**config.mk**
```make
export PLATFORM = sky130hd
export DESIGN_NAME = instruction_fetch_unit_flat
export DESIGN_NICKNAME = d
export VERILOG_FILES = /design/src/rtl/instruction_fetch_unit_if.sv /design/src/rtl/instruction_fetch_unit.sv /design/src/flat_wrapper.sv
export SDC_FILE = /design/constraint.sdc
export NUM_CORES = 1
export LEC_CHECK = 0
export CELL_PAD_IN_SITES_DETAIL_PLACEMENT = 1
export CELL_PAD_IN_SITES_GLOBAL_PLACEMENT = 1
export CORE_ASPECT_RATIO = 1.2
export CORE_MARGIN = 3
export CORE_UTILIZATION = 40
export DETAILED_ROUTE_END_ITERATION = 8
export PLACE_DENSITY = 0.76
export SYNTH_ARGS = -nofsm -noshare
export SYNTH_HDL_FRONTEND = slang
export SYNTH_SLANG_ARGS = --single-unit
```
**constraint.sdc**
```tcl
create_clock -name clk -period 7 [get_ports clk]
set_input_delay 1.4 -clock clk [delete_from_list [all_inputs] [get_ports clk]]
set_output_delay 1.4 -clock clk [all_outputs]
set_load 0.005 [all_outputs]
```
**src/rtl/instruction_fetch_unit_if.sv**
```systemverilog
// rtl/instruction_fetch_unit_if.sv - fetch stage bus: ROM read port, redirect input, decode handshake
// The master modport is the fetch unit; the slave modport is the ROM/decode side.
interface instruction_fetch_unit_if;
  logic        fetch_en;
  logic [31:0] rom_addr;
  logic [31:0] rom_data;
  logic        redirect_valid;
  logic [31:0] redirect_pc;
  logic        inst_valid;
  logic        inst_ready;
  logic [31:0] inst_data;
  logic [31:0] inst_pc;

  modport master (
    input  fetch_en,
    output rom_addr,
    input  rom_data,
    input  redirect_valid,
    input  redirect_pc,
    output inst_valid,
    input  inst_ready,
    output inst_data,
    output inst_pc
  );

  modport slave (
    output fetch_en,
    input  rom_addr,
    output rom_data,
    output redirect_valid,
    output redirect_pc,
    input  inst_valid,
    output inst_ready,
    input  inst_data,
    input  inst_pc
  );
endinterface

```
**src/rtl/instruction_fetch_unit.sv**
```systemverilog
// rtl/instruction_fetch_unit.sv - PC register, ROM address drive and {pc, word} fetch FIFO to decode
// Redirects take priority over everything and flush the FIFO in the same edge.
module instruction_fetch_unit #(
  parameter logic [31:0] RESET_PC = 32'h0000_0000,
  parameter int          DEPTH    = 2
) (
  input  logic                       clk,
  input  logic                       rst,
  instruction_fetch_unit_if.master   fetch_bus
);

  localparam int             AW         = (DEPTH > 1) ? $clog2(DEPTH) : 1;
  localparam logic [AW:0]    LP_DEPTH   = (AW+1)'(DEPTH);
  localparam logic [AW:0]    LP_CNT_ONE = (AW+1)'(1);
  localparam logic [AW-1:0]  LP_PTR_ONE = AW'(1);

  logic [31:0]   r_pc;
  logic [31:0]   r_mem_pc   [DEPTH];
  logic [31:0]   r_mem_data [DEPTH];
  logic [AW-1:0] r_wr_ptr;
  logic [AW-1:0] r_rd_ptr;
  logic [AW:0]   r_count;

  logic          w_pop;
  logic          w_push;
  logic          w_redirect;
  logic [31:0]   w_redirect_pc;
  logic          w_not_empty;

  assign w_not_empty   = (r_count != '0);
  assign w_redirect    = fetch_bus.redirect_valid;
  assign w_redirect_pc = {fetch_bus.redirect_pc[31:2], 2'b00};
  assign w_pop         = w_not_empty & fetch_bus.inst_ready;
  // A full FIFO may still accept a push when the head leaves in the same cycle.
  assign w_push        = fetch_bus.fetch_en & ~w_redirect & ((r_count < LP_DEPTH) | w_pop);

  always_ff @(posedge clk or posedge rst) begin
    if (rst) begin
      r_pc <= RESET_PC;
    end else if (w_redirect) begin
      r_pc <= w_redirect_pc;
    end else if (w_push) begin
      r_pc <= r_pc + 32'd4;
    end
  end

  // Storage is reset so the head reads as zero until the first fetch lands.
  always_ff @(posedge clk or posedge rst) begin
    if (rst) begin
      for (int i = 0; i < DEPTH; i++) begin
        r_mem_pc[i]   <= '0;
        r_mem_data[i] <= '0;
      end
    end else if (w_push) begin
      r_mem_pc[r_wr_ptr]   <= r_pc;
      r_mem_data[r_wr_ptr] <= fetch_bus.rom_data;
    end
  end

  always_ff @(posedge clk or posedge rst) begin
    if (rst) begin
      r_wr_ptr <= '0;
      r_rd_ptr <= '0;
      r_count  <= '0;
    end else if (w_redirect) begin
      r_wr_ptr <= '0;
      r_rd_ptr <= '0;
      r_count  <= '0;
    end else begin
      if (w_push) begin
        r_wr_ptr <= r_wr_ptr + LP_PTR_ONE;
      end
      if (w_pop) begin
        r_rd_ptr <= r_rd_ptr + LP_PTR_ONE;
      end
      case ({w_push, w_pop})
        2'b10:   r_count <= r_count + LP_CNT_ONE;
        2'b01:   r_count <= r_count - LP_CNT_ONE;
        default: r_count <= r_count;
      endcase
    end
  end

  assign fetch_bus.rom_addr   = r_pc;
  assign fetch_bus.inst_valid = w_not_empty;
  assign fetch_bus.inst_data  = r_mem_data[r_rd_ptr];
  assign fetch_bus.inst_pc    = r_mem_pc[r_rd_ptr];

endmodule

```
**src/flat_wrapper.sv**
```systemverilog
// flat-port wrapper written by rule: the top's interface ports become plain ports
module instruction_fetch_unit_flat 
#(
  parameter logic [31:0] RESET_PC = 32'h0000_0000,
  parameter int          DEPTH    = 2
)
  (clk, rst, fetch_bus_fetch_en, fetch_bus_rom_addr, fetch_bus_rom_data, fetch_bus_redirect_valid, fetch_bus_redirect_pc, fetch_bus_inst_valid, fetch_bus_inst_ready, fetch_bus_inst_data, fetch_bus_inst_pc);
  instruction_fetch_unit_if fetch_bus_i ();
  input  logic clk;
  input  logic rst;
  input wire logic [$bits(fetch_bus_i.fetch_en)-1:0] fetch_bus_fetch_en;
  output wire logic [$bits(fetch_bus_i.rom_addr)-1:0] fetch_bus_rom_addr;
  input wire logic [$bits(fetch_bus_i.rom_data)-1:0] fetch_bus_rom_data;
  input wire logic [$bits(fetch_bus_i.redirect_valid)-1:0] fetch_bus_redirect_valid;
  input wire logic [$bits(fetch_bus_i.redirect_pc)-1:0] fetch_bus_redirect_pc;
  output wire logic [$bits(fetch_bus_i.inst_valid)-1:0] fetch_bus_inst_valid;
  input wire logic [$bits(fetch_bus_i.inst_ready)-1:0] fetch_bus_inst_ready;
  output wire logic [$bits(fetch_bus_i.inst_data)-1:0] fetch_bus_inst_data;
  output wire logic [$bits(fetch_bus_i.inst_pc)-1:0] fetch_bus_inst_pc;
  assign fetch_bus_i.fetch_en = fetch_bus_fetch_en;
  assign fetch_bus_rom_addr = fetch_bus_i.rom_addr;
  assign fetch_bus_i.rom_data = fetch_bus_rom_data;
  assign fetch_bus_i.redirect_valid = fetch_bus_redirect_valid;
  assign fetch_bus_i.redirect_pc = fetch_bus_redirect_pc;
  assign fetch_bus_inst_valid = fetch_bus_i.inst_valid;
  assign fetch_bus_i.inst_ready = fetch_bus_inst_ready;
  assign fetch_bus_inst_data = fetch_bus_i.inst_data;
  assign fetch_bus_inst_pc = fetch_bus_i.inst_pc;
  instruction_fetch_unit #(.RESET_PC(RESET_PC), .DEPTH(DEPTH)) u_core (.clk(clk), .rst(rst), .fetch_bus(fetch_bus_i));
endmodule
```
# After elaboration in Yosys (flattened, before gate mapping)
# Index checks and enable logic that the tools add are counted.
# op_classes
n_addsub	5
eq_ne	2
n_mux	18
bitwise_logic	7
order_cmp	4
reduce_logical	5
# op_table
op	count
$mux W32	9
$bwmux W64	2
$add A32 B3 Y32 const B	1
$demux W32 S1	1
$reduce_bool A2 Y1	3
$ge A2 B2 Y1 const B	2
$mux W1	4
$not A1 Y2	2
$pmux W2 S2	1
$and A1 B1 Y1	3
$reduce_bool A3 Y1	1
$add A1 B1 Y1 const B	2
$add A2 B1 Y2 const B	1
$eq A2 B1 Y1 const B	1
$eq A2 B2 Y1 const B	1
$lt A2 B1 Y1 const B	1
$lt A2 B2 Y1 const B	1
$mux W2	1
$sub A2 B1 Y2 const B	1
$logic_and A1 B1 Y1	1
$not A1 Y1	1
$or A1 B1 Y1	1
# word_totals
ff_bits	164
word_cells	49
in_bits	69

# Depth between registers and ports, before layout
# logic_depth
depth_word	7
mapped_depth	7
depth_no_buf	5

# Worst setup path before layout
# Ideal clock, no wire load.
# synth_timing
path_type	input-to-reg
start	in fetch_bus_inst_ready
end	reg u_core.r_mem_data[11] (netlist bit)
n_path_buf	3
t_arrival_ns	2.811
setup_time_ns	0.125
setup_slack_ns	4.064
stages	6
path_cell_list	nand2b_1 clkbuf_1 nand4_1 buf_1 buf_2 mux2_2
# synth_via
elab_chain_len	3
# synth_rtl
element	line_no	source
start, declared	flat_wrapper.sv:17	input wire logic [$bits(fetch_bus_i.inst_ready)-1:0] fetch_bus_inst_ready;
$and A1 B1 Y1	instruction_fetch_unit.sv:33	assign w_pop = w_not_empty & fetch_bus.inst_ready;
$or A1 B1 Y1	instruction_fetch_unit.sv:35	assign w_push = fetch_bus.fetch_en & ~w_redirect & ((r_count < LP_DEPTH) | w_pop);
$and A1 B1 Y1	instruction_fetch_unit.sv:35	
end signal, assigned by index	instruction_fetch_unit.sv:56	r_mem_data[r_wr_ptr] <= fetch_bus.rom_data;
end, declared	instruction_fetch_unit.sv:19	logic [31:0] r_mem_data [DEPTH];
# Every way passes these cells.
# A chain may end at the register's enable or synchronous reset.

# Worst setup path in the final report
# layout_timing
start	reg u_core.r_rd_ptr
end	out fetch_bus_inst_pc[31]
# layout_via
elab_chain_len	4
# layout_rtl
element	line_no	source
start, declared	instruction_fetch_unit.sv:21	logic [AW-1:0] r_rd_ptr;
start signal, assigned	instruction_fetch_unit.sv:74	r_rd_ptr <= r_rd_ptr + LP_PTR_ONE;
$not A1 Y2 (not written as such)	instruction_fetch_unit.sv:87	assign fetch_bus.inst_pc = r_mem_pc[r_rd_ptr];
$mux W32 (not written as such) (3 in a row)	instruction_fetch_unit.sv:87	
end, declared	flat_wrapper.sv:19	output wire logic [$bits(fetch_bus_i.inst_pc)-1:0] fetch_bus_inst_pc;
# Every way passes these cells. The select of a mux whose other input is x is not followed.

==> flow_metrics.env <==
export IMPL_synthCells=589
export IMPL_worstHoldEndpoint="u_core.r_mem_pc[10]"
export IMPL_postCtsHoldBufs=0
export IMPL_dr_total_vias=5365
export IMPL_setup_violations_final=0
export IMPL_antennaDiodeCount=0
export IMPL_seqCellArea_um2=3960
export IMPL_critical_path_n_buffers_inverters=2
export IMPL_layout_cells_most_common="mux2_2"
export IMPL_fp_dieArea_um2=20300
export IMPL_finish_net_count=803
export IMPL_cp_arrival_ns=2.39
export IMPL_worst_r2r_cell_count=4
export IMPL_detail_route_drc_violations=0
export IMPL_slowest_delay_ns=0.71
export IMPL_clock_skew_final_ns=0.0114
export IMPL_postSynthRegisterBits=158
export IMPL_transition_time_of_the_tightest_slew_check_pin_ns=0.992
export IMPL_antenna_found_initial=0
export IMPL_netlist_area_um2=7460
export IMPL_crit_type="reg -> out"
export IMPL_layout_worst_path_cycle_share_pct=54.1
export IMPL_power_density_nw_per_um2=316
export IMPL_outcome="finished, final reports clean"
export IMPL_num_fill_cells=1859
export IMPL_place_hpwl_mm=13.2
export IMPL_critical_path_max_fanout=63
export IMPL_placement_io_buffers=159
export IMPL_timing_final_ws_setup_ns=3.21
export IMPL_final_antenna_net_count=0
export IMPL_drtPass1Iterations=4
export IMPL_die_height_um=156
export IMPL_timing_critical_path_required_ns=5.60
export IMPL_number_of_global_route_vias_before_repair=6156
export IMPL_drive_above_1_share_pct=30.0
export IMPL_power_leakage_nw=3.96
export IMPL_peakVddDrop_mv=0.160
export IMPL_grt_first_pass_wirelength_mm=32.3
export IMPL_gpl_final_weighted_congestion=0.798
export IMPL_grt_overflow_total=0
export IMPL_post_cts_repair_setup_buffers=0
export IMPL_finalHoldViolCount=0
export IMPL_grt_max_degree=93
export IMPL_relSlewSlack_pct=33.8
export IMPL_cts_root_buffer="clkbuf_16"
export IMPL_timing_critical_path_cells="buf_4 > mux2_2 > clkdlybuf4s50_1"
export IMPL_htree_levels=4
export IMPL_dr_wl_met2_mm=10.6
export IMPL_startpoint_type="flop"
export IMPL_stdcell_count=970
export IMPL_clock_sink_count=158
export IMPL_async_flop_share_pct=100
export IMPL_cap_viol_max_count=0
export IMPL_area_delta_synth_final_pct=31.5
export IMPL_pre_cts_slack_ns=2.82
export IMPL_clk_pin_slew_worst_paths_ns=0.07
export IMPL_yosysUniqueCellTypes=53
export IMPL_synthFlopType="dfrtp_1"
export IMPL_finalSetupTns_ns=0
export IMPL_hold_path_class="reg -> reg"
export IMPL_max_freq_mhz=264
export IMPL_detail_route_vias_per_cell=5.53
export IMPL_synth_yosys_warnings=0
export IMPL_cts_tree="built"
export IMPL_place_inst=938
export IMPL_clk_path_buf_depth=2
export IMPL_layout_cells_most_common_list="177 x mux2_2, 158 x clkdlybuf4s50_1, 157 x dfrtp_1"
export IMPL_capture_instance_of_the_worst_register_to_register_path="u_core.fetch_bus.rom_addr[30]"
export IMPL_io_pins=166
export IMPL_std_cell_rows=54
export IMPL_wl_met1_mm=8.32
export IMPL_rsz0062_at_grt="false"
export IMPL_critical_path_slowest_cell="buf_4"
export IMPL_type_of_element_capturing_the_critical_path="output port"
export IMPL_drt_wl_total_mm=20.1
export IMPL_grt_total_usage_pct=20.2
export IMPL_post_cts_resize_count=0
export IMPL_wl_met3_um=736
export IMPL_period_needed_ns=3.79
export IMPL_number_of_buffers_inserted_during_clock_tree_synthesis=17
export IMPL_cpLargestDelayFamily="buffers and inverters"
export IMPL_regToRegStartpoint="u_core.fetch_bus.rom_addr[16]"
export IMPL_initial_core_util_pct=40.9
export IMPL_hold_start="u_core.r_mem_pc[10]"
export IMPL_multi_input_logic_area_um2=3260
export IMPL_dr_max_layer_used="met4"
export IMPL_avgSynthCellArea_um2=12.7
export IMPL_fin_hold_ws_ns=0.489
export IMPL_die_width_um=131
export IMPL_r2r_slack_ns=4.53
export IMPL_synth_enable_flop_cells=0
export IMPL_routed_wirelength_normalized_by_instance_count_um=20.7
export IMPL_detailedRoute_firstIterationViolations=224
export IMPL_fraction_of_the_yosys_area_taken_by_sequential_cells_pct=53.0
export IMPL_final_max_slew_violation_count=0
export IMPL_worst_hold_path_num_cells=2
export IMPL_fp_coreArea_um2=18200
export IMPL_insertion_delay_ns=0.43
[state kept, by name (all words and copies together), names as in the netlist]
register	count
u_core.r_mem_pc	60
u_core.r_rd_ptr	1
u_core.r_mem_data	64
u_core.fetch_bus.rom_addr	30
u_core.r_wr_ptr	1
u_core.r_count	2
[layer usage]
layer,vias to the layer above,track usage (%)
li1,2429,-
met5,-,0
met1,2778,23.8
met2,128,36.4
met4,0,6.96
met3,30,3.84
[how the worst max path moves through the flow]
| stage | from | end | slack (ns) | cells past startpoint |
|---|---|---|---|---|
| after floorplan | rst | u_core.fetch_bus.rom_addr[10] | 1.34 | 1 |
| after global placement | fetch_bus_redirect_valid | u_core.r_mem_data[14] | 2.97 | 5 |
| after detailed placement | fetch_bus_redirect_valid | u_core.r_mem_data[26] | 2.82 | 5 |
| after CTS | u_core.r_rd_ptr | fetch_bus_inst_pc[10] | 3.17 | 3 |
| after global routing | fetch_bus_redirect_valid | u_core.r_mem_data[25] | 3.03 | 5 |
| final | u_core.r_rd_ptr | fetch_bus_inst_pc[31] | 3.21 | 3 |
[layout make-up]
class                      count  area share, %
sequential                   158           40.3
clock inverter                13           2.04
clock buffer                  19           4.61
tap                          224           2.86
timing repair buffer         165           16.6
inverter                       9          0.395
multi-input combinational    382           33.2
[power by group]
group | total, W | internal [W] | switching [W]
Sequential | 0.00129 | 0.00115 | 0.000145
Combinational | 0.000783 | 0.000517 | 0.000266
Clock | 0.00103 | 0.000625 | 0.000404
[cell families (layout without fill, tap and decap cells)]
| family | count (synthesis) | count (layout) | share of synthesized area (%) |
|---|---|---|---|
| buffers and inverters | 52 | 206 | 3.59 |
| multiplexers | 183 | 183 | 27.6 |
| XOR/XNOR | 9 | 9 | 1.06 |
| flip-flops | 158 | 158 | 53.0 |
| other | 1 | 4 | 0.0503 |
| AND/OR/NAND/NOR | 128 | 128 | 9.42 |
| adder cells (fa/ha/maj) | 1 | 1 | 0.168 |
| AO/OA/AOI/OAI | 57 | 57 | 5.13 |
[stage by stage]
step	area [um2]	total power (W)	util [%]
4_1_cts	9820	0.00314	53.8
5_1_grt	9820	0.00326	53.8
3_5_place_dp	9160	0.00210	50.2
6_report	9820	0.00310	53.8
3_3_place_gp	9160	0.00204	50.2
2_1_floorplan	7470	0.00168	-
[synthesized netlist by cell type, types with 3 or more instances]
| cell | number | area (um2) |
|---|---|---|
| nand2_1 | 35 | 131 |
| xor2_1 | 7 | 61.3 |
| mux2_2 | 177 | 1990 |
| and3_1 | 3 | 18.8 |
| o21ai_1 | 7 | 35.0 |
| nand3_1 | 18 | 90.1 |
| nor2b_1 | 4 | 25.0 |
| o21ai_0 | 9 | 45.0 |
| o311ai_0 | 6 | 52.6 |
| or4_1 | 12 | 90.1 |
| nor3_1 | 4 | 20.0 |
| and4_1 | 3 | 26.3 |
| o211ai_1 | 3 | 22.5 |
| clkbuf_1 | 15 | 56.3 |
| mux2_1 | 5 | 56.3 |
| buf_4 | 5 | 37.5 |
| nor2_1 | 15 | 56.3 |
| a21oi_1 | 3 | 15.0 |
| buf_1 | 8 | 30.0 |
| a22oi_1 | 4 | 30.0 |
| nand4_1 | 16 | 100 |
| buf_2 | 9 | 45.0 |
| dfrtp_1 | 158 | 3950 |
| and2_1 | 3 | 18.8 |
| inv_1 | 9 | 33.8 |
| o31ai_1 | 10 | 75.1 |
| a31oi_1 | 10 | 62.6 |
[tightest hold or removal path, stage by stage, from the launching register on]
cell and delay, ns:
dfrtp_1 0.34, nand2_1 0.05, o21ai_1 0.06
Power figures use the tool's default switching activity.
==> edit: new RTL, config.mk and constraints unchanged <==
Make the reset (`rst`) synchronous in 3 clocked blocks.
--- a/src/rtl/instruction_fetch_unit.sv
+++ b/src/rtl/instruction_fetch_unit.sv
@@ -34,7 +34,7 @@
   // A full FIFO may still accept a push when the head leaves in the same cycle.
   assign w_push        = fetch_bus.fetch_en & ~w_redirect & ((r_count < LP_DEPTH) | w_pop);
 
-  always_ff @(posedge clk or posedge rst) begin
+  always_ff @(posedge clk) begin
     if (rst) begin
       r_pc <= RESET_PC;
     end else if (w_redirect) begin
@@ -45,7 +45,7 @@
   end
 
   // Storage is reset so the head reads as zero until the first fetch lands.
-  always_ff @(posedge clk or posedge rst) begin
+  always_ff @(posedge clk) begin
     if (rst) begin
       for (int i = 0; i < DEPTH; i++) begin
         r_mem_pc[i]   <= '0;
@@ -57,7 +57,7 @@
     end
   end
 
-  always_ff @(posedge clk or posedge rst) begin
+  always_ff @(posedge clk) begin
     if (rst) begin
       r_wr_ptr <= '0;
       r_rd_ptr <= '0;
Formal check against the unedited RTL: differs if rst is asserted again (counterexample within 4 cycles, from zero or initial values and one cycle with rst high); with rst held inactive, the same outputs for 4 cycles.
==> edit against the original RTL <==
  * Sequential cell count increased by 1
  * Die area decreased by 1.5%
  * Routed wire length decreased by 7.3%
  * Setup slack got worse by 760 ps
  * Critical endpoint is now u_core.r_mem_pc[0][4]$_SDFFCE_PN0P_
  * Register-to-register slack got worse by 340 ps
  * Cell count decreased by 1.8%
  * Synthesized area decreased by 1.6%
  * Cell area decreased by 1.7%
  * Highest routed layer unchanged
Power is not compared: it rests on default switching activity, and its combinational part moved more than twofold at a synthesized area within 25%.
==> edit: results (changes against the original RTL) <==
stage	metric	value	unit	change
routing	viasPerCell	5.236		-5.3%
placement	place_area	0.009066	mm²	-1.1%
pwr	ir_drop	0.1615	mV	
clock_tree	cts_buffer_depth	2		unchanged
synth	ys_top_cells_by_count	125 x and2_1, 124 x edfxtp_1, 62 x mux2_2		
placement	place_congestion	0.8041		+0.79%
synth	synth_area_leaders	edfxtp_1 51%, and2_1 11%, dfxtp_1 9.5%		
clock_tree	cts_max_level	4		unchanged
worst_hold_path	worstHoldPathCells	2		unchanged
clock_tree	root_buffer	clkbuf_16		
setup_path	regToRegEndpoint	u_core.r_mem_pc[0][4]$_SDFFCE_PN0P_		
outcome	outcome	completed		
setup_path	crit_fanout	48		-24%
timing	finClkSkew	9.307	ps	-2.121 ps
finish	n_fill_cell	1817		-2.3%
setup_path	critPathLaunch	fetch_bus_redirect_valid		
clock_tree	cts_resized	0		unchanged
floorplanning	placementRows	53		-1.9%
timing	worst_pin_slew	996.8	ps	+4.814 ps
finish	largest-register	u_core.r_mem_data		
global_routing	first_global_vias	5451		-11%
routing	totalWireLength	18620	µm	-7.3%
clock_tree	postCtsHoldBufs	0		unchanged
placement	dp_hpwl	12180	µm	-7.9%
finish	fin_nets	791		-1.5%
synth	yosysSeqAreaShare	0.6024		+0.07254
global_routing	grt_pass1_wl	29120	µm	-9.9%
clock_tree	path_clk_slew	60	ps	
routing	drtPass1Iterations	4		unchanged
setup_path	arrival	4840	ps	+2450 ps
clock_tree	numCtsBuffers	17		unchanged
clock_tree	clk-insertion-delay-late	420	ps	
routing	drt_iter0_markers	302		+35%
global_routing	grt_util_all_layers	0.1895		-0.01226
setup_path	r2r_slack	4190	ps	-340 ps
worst_hold_path	hold_class	reg2reg		
global_routing	gr-total-overflow	0		unchanged
finish	largest_reg_flops	64		unchanged
synth	ys_types	48		-9.4%
global_routing	grt_max_degree	63		-32%
finish	drive_gt1_frac	0.1528		-0.1475
synth	synth_async_sr_flop_share	0		-1.000
setup_path	path_class	in2reg		
setup_path	r2r_cells	5		+1
synth	synth_edf_count	124		+124
setup_path	rr_startpoint	u_core.r_count[1]$_SDFFE_PP0P_		
[edit: cell type report]
| class | instances | area (µm²) | share of cell area |
|---|---|---|---|
| sequential | 159 | 4428 | 0.4591 |
| multi-input combinational | 372 | 2711 | 0.2811 |
| timing repair buffer | 164 | 1629 | 0.1689 |
| clock buffer | 20 | 436.7 | 0.04527 |
| tap | 220 | 275.3 | 0.02854 |
| clock inverter | 12 | 142.6 | 0.01479 |
| inverter | 6 | 22.52 | 0.002335 |
[edit: metrics by stage]
stage               cells  hold slack (ps)  utilization  setup slack, ps  power (mW)
floorplan             577            513.8            -             1700       1.203
global placement      921            526.6       0.5101             2079       1.340
detailed placement    921            538.6       0.5101             2006       1.349
CTS                   953            551.9       0.5427             2428       2.273
global route          953            594.4       0.5427             2191       2.338
finish                953            556.4       0.5427             2448       2.248
[edit: worst min-delay path by stage]
stage / slack, ps / to / start
global route: 590 / flop / u_core.r_rd_ptr$_SDFFE_PP0P_
global placement: 530 / flop / u_core.r_rd_ptr$_SDFFE_PP0P_
finish: 560 / flop / u_core.r_rd_ptr$_SDFFE_PP0P_
detailed placement: 540 / flop / u_core.r_rd_ptr$_SDFFE_PP0P_
CTS: 550 / flop / u_core.r_rd_ptr$_SDFFE_PP0P_
floorplan: 510 / u_core.fetch_bus.rom_addr[3]$_SDFFE_PP0P_ / u_core.fetch_bus.rom_addr[3]$_SDFFE_PP0P_
[edit: logic make-up (layout without fill, tap and decap cells)]
| family | Yosys count | after routing | share of synthesized area |
|---|---|---|---|
| buffers and inverters | 46 | 202 | 0.03339 |
| AND/OR/NAND/NOR | 234 | 234 | 0.1908 |
| other | 1 | 4 | 0.0005106 |
| adder cells (fa/ha/maj) | 2 | 2 | 0.003407 |
| XOR/XNOR | 30 | 30 | 0.03577 |
| AO/OA/AOI/OAI | 38 | 38 | 0.03594 |
| flip-flops | 159 | 159 | 0.6024 |
| multiplexers | 64 | 64 | 0.09779 |
[edit: metal layers]
layer	global-route usage	up-vias	part of all wire
li1	-	2341	-
met1	0.2231	2484	0.41
met2	0.3345	138	0.52
met3	0.05147	27	0.051
met4	0.05792	0	0.020
met5	0	-	0
[edit: critical path, cell delays in order]
cell	delay (ps)
clkdlybuf4s50_1	780
inv_1	160
buf_4	450
nand3_1	410
nor3_2	830
buf_4	530
and2_2	220
[edit: power by group through the flow]
stage,registers (mW),clock network (mW),logic (mW)
floorplan,1.11,0,0.0916
global placement,1.12,0,0.222
detailed placement,1.12,0,0.227
CTS,1.10,0.942,0.229
global route,1.11,0.986,0.244
finish,1.10,0.922,0.224
